--- src/rtl/cache_ctrl.sv ---
// Direct-mapped read-only cache controller: 8-entry data array with an external tag
// memory and a single outstanding main-memory fill. All outputs are registered.
module cache_ctrl #(
  parameter int DATA_W = 8,
  parameter int ADDR_W = 6
) (
  input  logic              clk,
  input  logic              rst,
  input  logic              cpu_req,
  input  logic [ADDR_W-1:0] cpu_addr,
  output logic              cpu_busy,
  output logic              cpu_ready,
  output logic [DATA_W-1:0] cpu_rdata,
  output logic              cpu_err,
  output logic              tag_en,
  output logic [2:0]        tag_idx,
  output logic [2:0]        tag_tag,
  input  logic              tag_hit,
  input  logic              tag_miss,
  output logic              mem_rd,
  output logic [ADDR_W-1:0] mem_addr,
  input  logic [DATA_W-1:0] mem_rdata,
  input  logic              mem_ack
);

  typedef enum logic [1:0] {IDLE, LOOKUP, CHECK, MEM_REQ} state_t;

  state_t            state, state_nxt;
  logic [ADDR_W-1:0] addr_q, addr_nxt;
  logic [DATA_W-1:0] data_arr [8];
  logic [2:0]        idx;

  logic              busy_nxt, ready_nxt, err_nxt, tag_en_nxt, mem_rd_nxt, fill;
  logic [2:0]        tag_idx_nxt, tag_tag_nxt;
  logic [ADDR_W-1:0] mem_addr_nxt;
  logic [DATA_W-1:0] rdata_nxt;

  assign idx = addr_q[2:0];

  always_ff @(posedge clk) begin
    if (rst) begin
      state     <= IDLE;
      addr_q    <= '0;
      cpu_busy  <= 1'b0;
      cpu_ready <= 1'b0;
      cpu_err   <= 1'b0;
      tag_en    <= 1'b0;
      mem_rd    <= 1'b0;
      tag_idx   <= '0;
      tag_tag   <= '0;
      mem_addr  <= '0;
      cpu_rdata <= '0;
    end else begin
      state     <= state_nxt;
      addr_q    <= addr_nxt;
      cpu_busy  <= busy_nxt;
      cpu_ready <= ready_nxt;
      cpu_err   <= err_nxt;
      tag_en    <= tag_en_nxt;
      mem_rd    <= mem_rd_nxt;
      tag_idx   <= tag_idx_nxt;
      tag_tag   <= tag_tag_nxt;
      mem_addr  <= mem_addr_nxt;
      cpu_rdata <= rdata_nxt;
    end
  end

  // Validity lives in the tag memory, so the data array itself is never cleared.
  always_ff @(posedge clk) begin
    if (fill && !rst) data_arr[idx] <= mem_rdata;
  end

  always_comb begin
    state_nxt = state;
    case (state)
      IDLE:    if (cpu_req) state_nxt = LOOKUP;
      LOOKUP:  state_nxt = CHECK;
      CHECK:   state_nxt = (tag_miss && !tag_hit) ? MEM_REQ : IDLE;
      MEM_REQ: if (mem_ack) state_nxt = IDLE;
      default: state_nxt = IDLE;
    endcase
  end

  // Computes the next value of every registered output; pulses default low.
  always_comb begin
    addr_nxt     = addr_q;
    busy_nxt     = (state_nxt != IDLE);
    ready_nxt    = 1'b0;
    err_nxt      = 1'b0;
    tag_en_nxt   = 1'b0;
    mem_rd_nxt   = mem_rd;
    tag_idx_nxt  = tag_idx;
    tag_tag_nxt  = tag_tag;
    mem_addr_nxt = mem_addr;
    rdata_nxt    = cpu_rdata;
    fill         = 1'b0;
    case (state)
      IDLE: begin
        if (cpu_req) begin
          addr_nxt    = cpu_addr;
          tag_en_nxt  = 1'b1;
          tag_idx_nxt = cpu_addr[2:0];
          tag_tag_nxt = cpu_addr[5:3];
        end
      end
      CHECK: begin
        if (tag_hit && !tag_miss) begin
          rdata_nxt = data_arr[idx];
          ready_nxt = 1'b1;
        end else if (tag_miss && !tag_hit) begin
          mem_rd_nxt   = 1'b1;
          mem_addr_nxt = addr_q;
        end else begin
          err_nxt = 1'b1;
        end
      end
      MEM_REQ: begin
        if (mem_ack) begin
          fill       = 1'b1;
          rdata_nxt  = mem_rdata;
          mem_rd_nxt = 1'b0;
          ready_nxt  = 1'b1;
        end
      end
      default: ;
    endcase
  end

endmodule

--- config.mk ---
export PLATFORM = sky130hd
export DESIGN_NAME = cache_ctrl
export DESIGN_NICKNAME = d
export VERILOG_FILES = /design/src/rtl/cache_ctrl.sv
export SDC_FILE = /design/constraint.sdc
export NUM_CORES = 1
export LEC_CHECK = 0
export ABC_AREA = 1
export CORE_UTILIZATION = 53
export CTS_CLUSTER_SIZE = 24
export DETAILED_ROUTE_END_ITERATION = 8
export PLACE_DENSITY_LB_ADDON = 0.3
export RECOVER_POWER = 100
export SETUP_SLACK_MARGIN = 0.5
export SLEW_MARGIN = 20
export SYNTH_ARGS = -nofsm -noshare
export SYNTH_HDL_FRONTEND = slang
export SYNTH_SLANG_ARGS = --single-unit
--- constraint.sdc ---
create_clock -name clk -period 3.9 [get_ports clk]
set_input_delay 0.585 -clock clk [delete_from_list [all_inputs] [get_ports clk]]
set_output_delay 0.585 -clock clk [all_outputs]
set_load 0.05 [all_outputs]
==> results of run 1 <==
==> cell families after synthesis <==
group / synth area share (%)
AO/OA/AOI/OAI: 3.09
flip-flops: 68.5
buffers and inverters: 4.28
AND/OR/NAND/NOR: 24.2
==> power groups by stage <==
stage          registers (mW)  clock network, mW  logic (mW)
6_report                 1.09              0.606       0.203
5_1_grt                  1.10              0.662       0.224
4_1_cts                  1.10              0.615       0.212
3_5_place_dp             1.12                  0       0.211
3_3_place_gp             1.12                  0       0.209
2_1_floorplan            1.15                  0       0.107
==> metrics by stage <==
step	setup slack [ns]	area [um2]	power (mW)	hold slack, ns	cells
detailed placement	1.34	4130	1.33	0.439	460
global placement	1.41	4130	1.33	0.438	460
CTS	1.71	4320	1.92	0.458	476
finish	1.68	4300	1.90	0.452	476
floorplan	2.16	3680	1.26	0.574	350
global route	1.60	4300	1.98	0.471	476
==> flip-flops by register name, indices dropped and copies added (netlist names), named ones only <==
signal     flops
addr_q         1
cpu_busy       1
cpu_err        1
cpu_rdata      8
cpu_ready      1
data_arr      64
mem_addr       6
mem_rd         1
state          2
tag_en         1
tag_idx        2
tag_tag        3
==> worst paths after layout <==
kind | to | cells after the start | slack (ns) | startpoint
worst max-delay path | tag_idx[1] | 1 | 1.68 | tag_idx[1]$_SDFFE_PP0P_
worst min-delay path | cpu_rdata[5]$_SDFFE_PP0P_ | 2 | 0.45 | cpu_rdata[5]$_SDFFE_PP0P_
worst max register to register | data_arr[4][0]$_DFFE_PP_ | 4 | 1.99 | state[0]$_SDFF_PP0_
worst min register to register | cpu_rdata[5]$_SDFFE_PP0P_ | 2 | 0.45 | cpu_rdata[5]$_SDFFE_PP0P_
==> synth_stat cells (all sizes together) <==
| master | n | area share (%) |
|---|---|---|
| buf | 14 | 2.8 |
| nor2 | 46 | 5.2 |
| clkbuf | 1 | 0.10 |
| edfxtp | 64 | 52 |
| nor3 | 1 | 0.14 |
| nand3 | 57 | 7.9 |
| o21ai | 13 | 1.9 |
| inv | 13 | 1.4 |
| nand2 | 102 | 11 |
| dfxtp | 30 | 16 |
| a21oi | 9 | 1.2 |
==> cell type report <==
cell class / count / area, um2 / area share [%]
Clock inverter: 6 / 52.6 / 1.22
Sequential cell: 94 / 2520 / 58.6
Tap cell: 80 / 100 / 2.33
Clock buffer: 10 / 138 / 3.20
Multi-Input combinational cell: 228 / 991 / 23.0
Timing Repair Buffer: 45 / 448 / 10.4
Inverter: 13 / 50.0 / 1.16
==> layer usage <==
| metal | vias up | track usage [%] |
|---|---|---|
| met5 | - | 0 |
| met4 | 0 | 13.6 |
| met3 | 21 | 4.96 |
| met2 | 128 | 35.6 |
| met1 | 1157 | 32.7 |
| li1 | 1258 | - |
==> flow_metrics.tcl, run 1 <==
set metrics [dict create \
    cts_tree "done" \
    cts_setup_buffers 0 \
    grt_pass1_wl_um 12600 \
    yosys_warnings 0 \
    cp.arrival_ns 1.64 \
    ys_ff_latch 94 \
    wl_per_cell_um 16.4 \
    rsz0062_at_grt "no" \
    fin_util_pct 63.7 \
    cts_made_buffers 9 \
    worstSkewPairLatency_ns 0.36 \
    p_leak_nw 1.70 \
    grt_antenna_before_repair 0 \
    start_util_pct 54.5 \
    powerDensity_nw_per_um2 443 \
    syn-cell-area_um2 3680 \
    fin_crit_sh_pct 57.0 \
    synth_nets 370 \
    drt-met1-wl_um 3380 \
    vias 2564 \
    internal_power_mw 1.40 \
    max_freq_ghz 0.450 \
    period_minus_slack_ns 2.22 \
    cp.required_ns 3.31 \
    grt_pass1_vias 2430 \
    highest_layer "met4" \
    avgSynthCellArea_um2 10.5 \
    drtAntennaViolNets 0 \
    chipWidth_um 85.4 \
    slew_violations 0 \
    wl_met3_um 596 \
    crit_buf_inv 1 \
    die_h_um 85.4 \
    p_seq_share_pct 57.5 \
    pwr-share-clk_pct 31.8 \
    drc 0 \
    crit_fanout 4 \
    finalNetCount 411 \
    grtUsageTotal_pct 23.8 \
    cts.sinks 94 \
    ctsResizeCount 0 \
    comb_power_share_pct 10.7 \
    diodes 0 \
    drt_first_pass_iters 7 \
    htreeDepth 3 \
    fill_cells 541 \
    p_sw_mw 0.502 \
    hold_class "reg2reg" \
    max_slew_margin_pct 55.0 \
    clock_skew_ns 0.00988 \
    tightestPinTransition_ns 0.672 \
    seq_area_frac_synth_pct 68.5 \
    overflow 0 \
    crit_slowest_cell "dlygate4sd3_1" \
    cts-hold-fix-buffers 0 \
    cp_top_family "buffers and inverters" \
    cp-start-kind "flip-flop" \
    rows 30 \
    peakVddDrop_uv 264 \
    synthCells 350 \
    final_common_cell "nand2_1" \
    status "finished, final reports clean" \
    place_congestion 0.827 \
    cts_buffer_depth 2 \
    io_pins 45 \
    worst_setup_path_end_kind "output port" \
    hpwl_um 5370 \
    core-area_um2 6760 \
    drt-vias-per-instance 5.39 \
    crit_chain "dlygate4sd3_1" \
    tns_ns 0 \
    cp_slowest_stage_delay_ns 0.89 \
    dieArea_um2 7290 \
    synthToLayoutAreaGrowth_pct 16.7 \
    io_buffers 44 \
    drive_gt1_share_pct 7.07 \
    grt_max_degree 34 \
    cap_viol_max_count 0 \
    setup.worst_path.class "reg2out" \
    layout_common_cells "nand2_1, edfxtp_1, nand3_1" \
    synth.distinct_cells 22 \
    wl_met2_um 3540 \
    p_sw_share_pct 26.4 \
    wl_um 7800 \
    setup_viol 0 \
    hold_violations 0 \
    cts-root-buf "clkbuf_8" \
    drt_iter0_drc 250 \
    clk_pin_slew_ns 0.09 \
]
Power figures use the tool's default switching activity.
==> run 2: changes to the inputs <==
- CORE_UTILIZATION: 53 -> 49
- clock period: 3.9 -> 2.02 ns (I/O delays scaled with it)
==> run 2 against run 1 <==
  * Clock skew rose by 0.0051 ns
  * Worst setup slack got worse by 1.3 ns
  * Via count rose by 3.2%
  * Clock power is 100% higher
  * Sequential share of layout area up 0.30 points
  * Cell count rose by 6.1%
  * Final area shrank 0.47%
  * Global-route usage is 1.2 points lower
  * Worst hold slack got worse by 0.12 ns
==> flow_metrics.tcl, run 2 (synthesized netlist as in run 1, its figures left out) <==
set metrics [dict create \
    p_total_mw 3.72 \
    worst_slack_ns 0.427 \
    grt_antenna_before_repair 0 \
    rsz0062_at_grt "no" \
    clk_pin_slew_ns 0.09 \
    grt_pass1_wl_um 12600 \
    hold_violations 0 \
    place_congestion 0.816 \
    io_pins 45 \
    placed_area_um2 4230 \
    overflow 0 \
    cts.sinks 94 \
    slew_violations 0 \
    p_seq_share_pct 56.7 \
    clock_skew_ns 0.0150 \
    drt_iter0_drc 279 \
    tns_ns 0 \
    period_minus_slack_ns 1.59 \
    whs_ns 0.332 \
    cts-root-buf "clkbuf_8" \
    tightestPinTransition_ns 0.622 \
    drt-met1-wl_um 3520 \
    cts_made_buffers 9 \
    largest_register_ffs 64 \
    cap_viol_max_count 0 \
    grtUsageTotal_pct 22.7 \
    dieArea_um2 7870 \
    max_slew_margin_pct 58.4 \
    vias 2645 \
    internal_power_mw 2.78 \
    layout_common_cells "nand2_1, edfxtp_1, nand3_1" \
    wl_um 7970 \
    cp.required_ns 2.08 \
    p_leak_nw 1.65 \
    p_sw_mw 0.939 \
    wl_met2_um 3870 \
    highest_layer "met4" \
    start_util_pct 50.8 \
    final_cell_area_um2 4280 \
    hpwl_um 5530 \
    worst_setup_path_end_kind "flip-flop" \
    fin_crit_sh_pct 78.9 \
    cts_tree "done" \
    io_buffers 44 \
    grt_pass1_vias 2537 \
    powerDensity_nw_per_um2 870 \
    cp.arrival_ns 1.66 \
    worstSkewPairLatency_ns 0.36 \
    cts_setup_buffers 0 \
    cts-hold-fix-buffers 0 \
    status "finished, final reports clean" \
    p_sw_share_pct 25.2 \
    synthToLayoutAreaGrowth_pct 16.2 \
    pre_cts_slack_ns 0.0105 \
    comb_power_share_pct 10.5 \
    max_freq_ghz 0.628 \
    regMostFlops "data_arr" \
    core-area_um2 7250 \
    die_h_um 88.7 \
    top_regs "data_arr (64), cpu_rdata (8), mem_addr (6)" \
    drtAntennaViolNets 0 \
    finalNetCount 421 \
    drt_first_pass_iters 5 \
    setup.worst_path.class "reg2reg" \
    final_common_cell "nand2_1" \
    peakVddDrop_uv 502 \
    wl_met3_um 421 \
    rows 31 \
    drt-vias-per-instance 5.24 \
    diodes 0 \
    cp-start-kind "flip-flop" \
    wl_per_cell_um 15.8 \
    hold_class "in2reg" \
    setup_viol 0 \
    crit_fanout 8 \
    chipWidth_um 88.7 \
    pwr-share-clk_pct 32.8 \
    grt_max_degree 33 \
    drc 0 \
    drive_gt1_share_pct 9.61 \
    htreeDepth 3 \
    cts_buffer_depth 2 \
]
run 2: stage by stage:
step	util [%]	std cells
after floorplan	-	350
after global placement	58.3	489
after detailed placement	58.3	489
after CTS	61.3	505
after global routing	59.0	505
final	59.0	505
run 2: final timing paths:
path | start | end | slack (ns) | cells past startpoint
worst max-delay path | state[0]$_SDFF_PP0_ | data_arr[6][1]$_DFFE_PP_ | 0.43 | 5
worst min-delay path | mem_ack | state[0]$_SDFF_PP0_ | 0.33 | 4
worst max register to register | state[0]$_SDFF_PP0_ | data_arr[6][1]$_DFFE_PP_ | 0.43 | 5
worst min register to register | cpu_rdata[3]$_SDFFE_PP0P_ | cpu_rdata[3]$_SDFFE_PP0P_ | 0.46 | 2
run 2: area by class of cell:
cell class,instances,area [um2]
fill,620,2970
multi-input combinational,228,990
clock buffer,12,176
tap,99,124
timing repair buffer,55,388
inverter,13,52.6
sequential,94,2520
clock inverter,4,27.5
run 2: layer usage:
metal | GRT usage (%) | up-vias
met3 | 6.44 | 13
met1 | 29.4 | 1250
met5 | 0 | -
met2 | 36.3 | 105
li1 | - | 1277
met4 | 8.80 | 0
run 2: power groups by stage:
stage	registers, mW	logic (mW)	clock network [mW]
floorplan	2.22	0.207	0
global placement	2.16	0.412	0
detailed placement	2.16	0.416	0
CTS	2.11	0.411	1.24
global route	2.12	0.429	1.30
finish	2.11	0.389	1.22
run 2: what timing repair did:
| item | 4_1_cts | 5_1_grt |
|---|---|---|
| gates resized for setup | 57 | 26 |
| endpoints found under the setup margin | 73 | 82 |
| pin swaps | 0 | 0 |
run 2: critical path, stage by stage (launching register included):
cell and delay (ns):
dfxtp_1 0.42, nand3_1 0.20, nor2_1 0.23, nand2_2 0.14, nor2_1 0.12, buf_4 0.19
==> run 3: changes to the inputs <==
- clock period: 2.02 -> 1.37 ns (I/O delays scaled with it)
==> run 3 against run 2 <==
  * Non-clock buffer count increased by 23
  * Global-route usage increased by 1.6 points
  * Worst setup slack got worse by 0.36 ns
  * Fmax increased by 22%
  * Worst hold slack got worse by 0.11 ns
  * Critical path type unchanged
  * Critical endpoint is now data_arr[7][1]$_DFFE_PP_
  * Largest cell class unchanged
==> flow_metrics.tcl, run 3 (synthesized netlist as in run 1, its figures left out) <==
set metrics [dict create \
    die_h_um 88.7 \
    regMostFlops "data_arr" \
    hold_violations 0 \
    grtUsageTotal_pct 24.3 \
    pwr-share-clk_pct 30.0 \
    rows 31 \
    setup_viol 0 \
    grt_pass1_vias 2709 \
    cts.sinks 94 \
    period_minus_slack_ns 1.31 \
    core-area_um2 7250 \
    pre_cts_slack_ns -0.371 \
    cp-start-kind "flip-flop" \
    slew_violations 0 \
    vias 2737 \
    grt_pass1_wl_um 13700 \
    cts_tree "done" \
    worst_setup_path_end_kind "flip-flop" \
    hpwl_um 5860 \
    drtAntennaViolNets 0 \
    cts-root-buf "clkbuf_8" \
    cts_made_buffers 9 \
    cap_viol_max_count 0 \
    largest_register_ffs 64 \
    place_congestion 0.863 \
    drt-vias-per-instance 5.16 \
    hold_class "in2reg" \
    dieArea_um2 7870 \
    dp.cells 499 \
    startpoint "state[1]$_SDFF_PP0_" \
    synthToLayoutAreaGrowth_pct 36.1 \
    io_buffers 44 \
    reg2reg_to "data_arr[7][1]$_DFFE_PP_" \
    max_freq_ghz 0.766 \
    chipWidth_um 88.7 \
    cp.required_ns 1.42 \
    max_slew_margin_pct 59.4 \
    comb_power_share_pct 14.8 \
    internal_power_mw 4.14 \
    final_common_cell "nand2_1" \
    powerDensity_nw_per_um2 1130 \
    crit_fanout 8 \
    reg2reg_slack_ns 0.06 \
    grt_max_degree 33 \
    hold_depth 1 \
    tns_ns 0 \
    drt_first_pass_iters 5 \
    drive_gt1_share_pct 24.9 \
    overflow 0 \
    cts_buffer_depth 2 \
    top_regs "data_arr (64), cpu_rdata (8), mem_addr (6)" \
    wl_per_cell_um 16.4 \
    status "finished, final reports clean" \
    p_sw_share_pct 27.0 \
    p_total_mw 5.67 \
    htreeDepth 3 \
    peakVddDrop_uv 655 \
    p_leak_nw 1.96 \
    drt_iter0_drc 235 \
    wl_um 8690 \
    drc 0 \
    hold_start "mem_rdata[0]" \
    rr_startpoint "state[1]$_SDFF_PP0_" \
    fin_cells 530 \
    rsz0062_at_grt "yes" \
    p_sw_mw 1.53 \
    p_seq_share_pct 55.2 \
    ff2ff_path_depth 4 \
    setup.worst_path.class "reg2reg" \
    cts-hold-fix-buffers 0 \
    io_pins 45 \
    fin_crit_sh_pct 95.3 \
    tightestPinTransition_ns 0.609 \
    layout_common_cells "nand2_1, edfxtp_1, nand3_1" \
    finalNetCount 445 \
    worst_slack_ns 0.0640 \
    start_util_pct 50.8 \
    clk_pin_slew_ns 0.10 \
    clock_skew_ns 0.0113 \
    grt_antenna_before_repair 1 \
    cp.arrival_ns 1.35 \
    worstSetupEndpoint "data_arr[7][1]$_DFFE_PP_" \
    worstSkewPairLatency_ns 0.36 \
]
==> run 3: cell count changes in the layout (fill, tap and decap cells not counted), sizes merged <==
cell,change
dlygate4sd3,-1
clkbuf,-10
dlygate4sd2,+1
clkinvlp,-1
diode,+1
clkdlybuf4s25,-3
dlymetal6s2s,-1
inv,+4
buf,+35
==> run 3: power groups by stage <==
stage | clock [mW] | combinational, mW | sequential, mW
floorplan | 0 | 0.332 | 3.27
global placement | 0 | 0.749 | 3.19
detailed placement | 0 | 0.758 | 3.20
CTS | 1.70 | 0.838 | 3.14
global route | 1.82 | 0.902 | 3.14
finish | 1.70 | 0.839 | 3.13
==> run 3: area by class of cell <==
class | instances | area [um2]
multi-input combinational | 228 | 1160
timing repair buffer | 78 | 930
tap | 99 | 124
antenna | 1 | 2.50
clock inverter | 6 | 45.0
inverter | 13 | 71.3
sequential | 94 | 2540
timing repair inverter | 1 | 6.26
fill | 527 | 2240
clock buffer | 10 | 138
==> run 3: worst min path at each step <==
stage	endpoint
global route	data_arr[4][0]$_DFFE_PP_
finish	data_arr[4][0]$_DFFE_PP_
detailed placement	mem_rd$_SDFFE_PP0P_
CTS	tag_tag[1]$_SDFFE_PP0P_
global placement	mem_rd$_SDFFE_PP0P_
floorplan	data_arr[0][0]$_DFFE_PP_
==> run 3: stage by stage <==
step / util (%) / cell area, um2 / hold WS, ns
floorplan: - / 3810 / 0.304
global placement: 64.5 / 4680 / 0.477
detailed placement: 64.5 / 4680 / 0.481
CTS: 70.2 / 5090 / 0.418
global route: 69.1 / 5010 / 0.223
finish: 69.1 / 5010 / 0.224
==> run 3: routing by layer <==
metal | routed length [um] | track usage (%) | vias to the layer above
li1 | - | - | 1329
met1 | 3670 | 31.7 | 1297
met4 | 184 | 10.6 | 0
met5 | 0 | 0 | -
met3 | 518 | 5.04 | 15
met2 | 4320 | 39.4 | 96
==> run 3: worst max-delay path, cell delays in order, from the launching register on <==
cell and delay, ns:
dfxtp_4 0.37, nand3_4 0.08, nor2_4 0.17, nand2_4 0.13
nor2_4 0.24
==> run 3: repair_timing <==
item | in CTS | in global routing
gates resized for setup | 54 | 12
pin swaps | 10 | 5
buffers inserted | 9 | 3
gates cloned | 2 | 0
setup endpoints to repair | 119 | 124
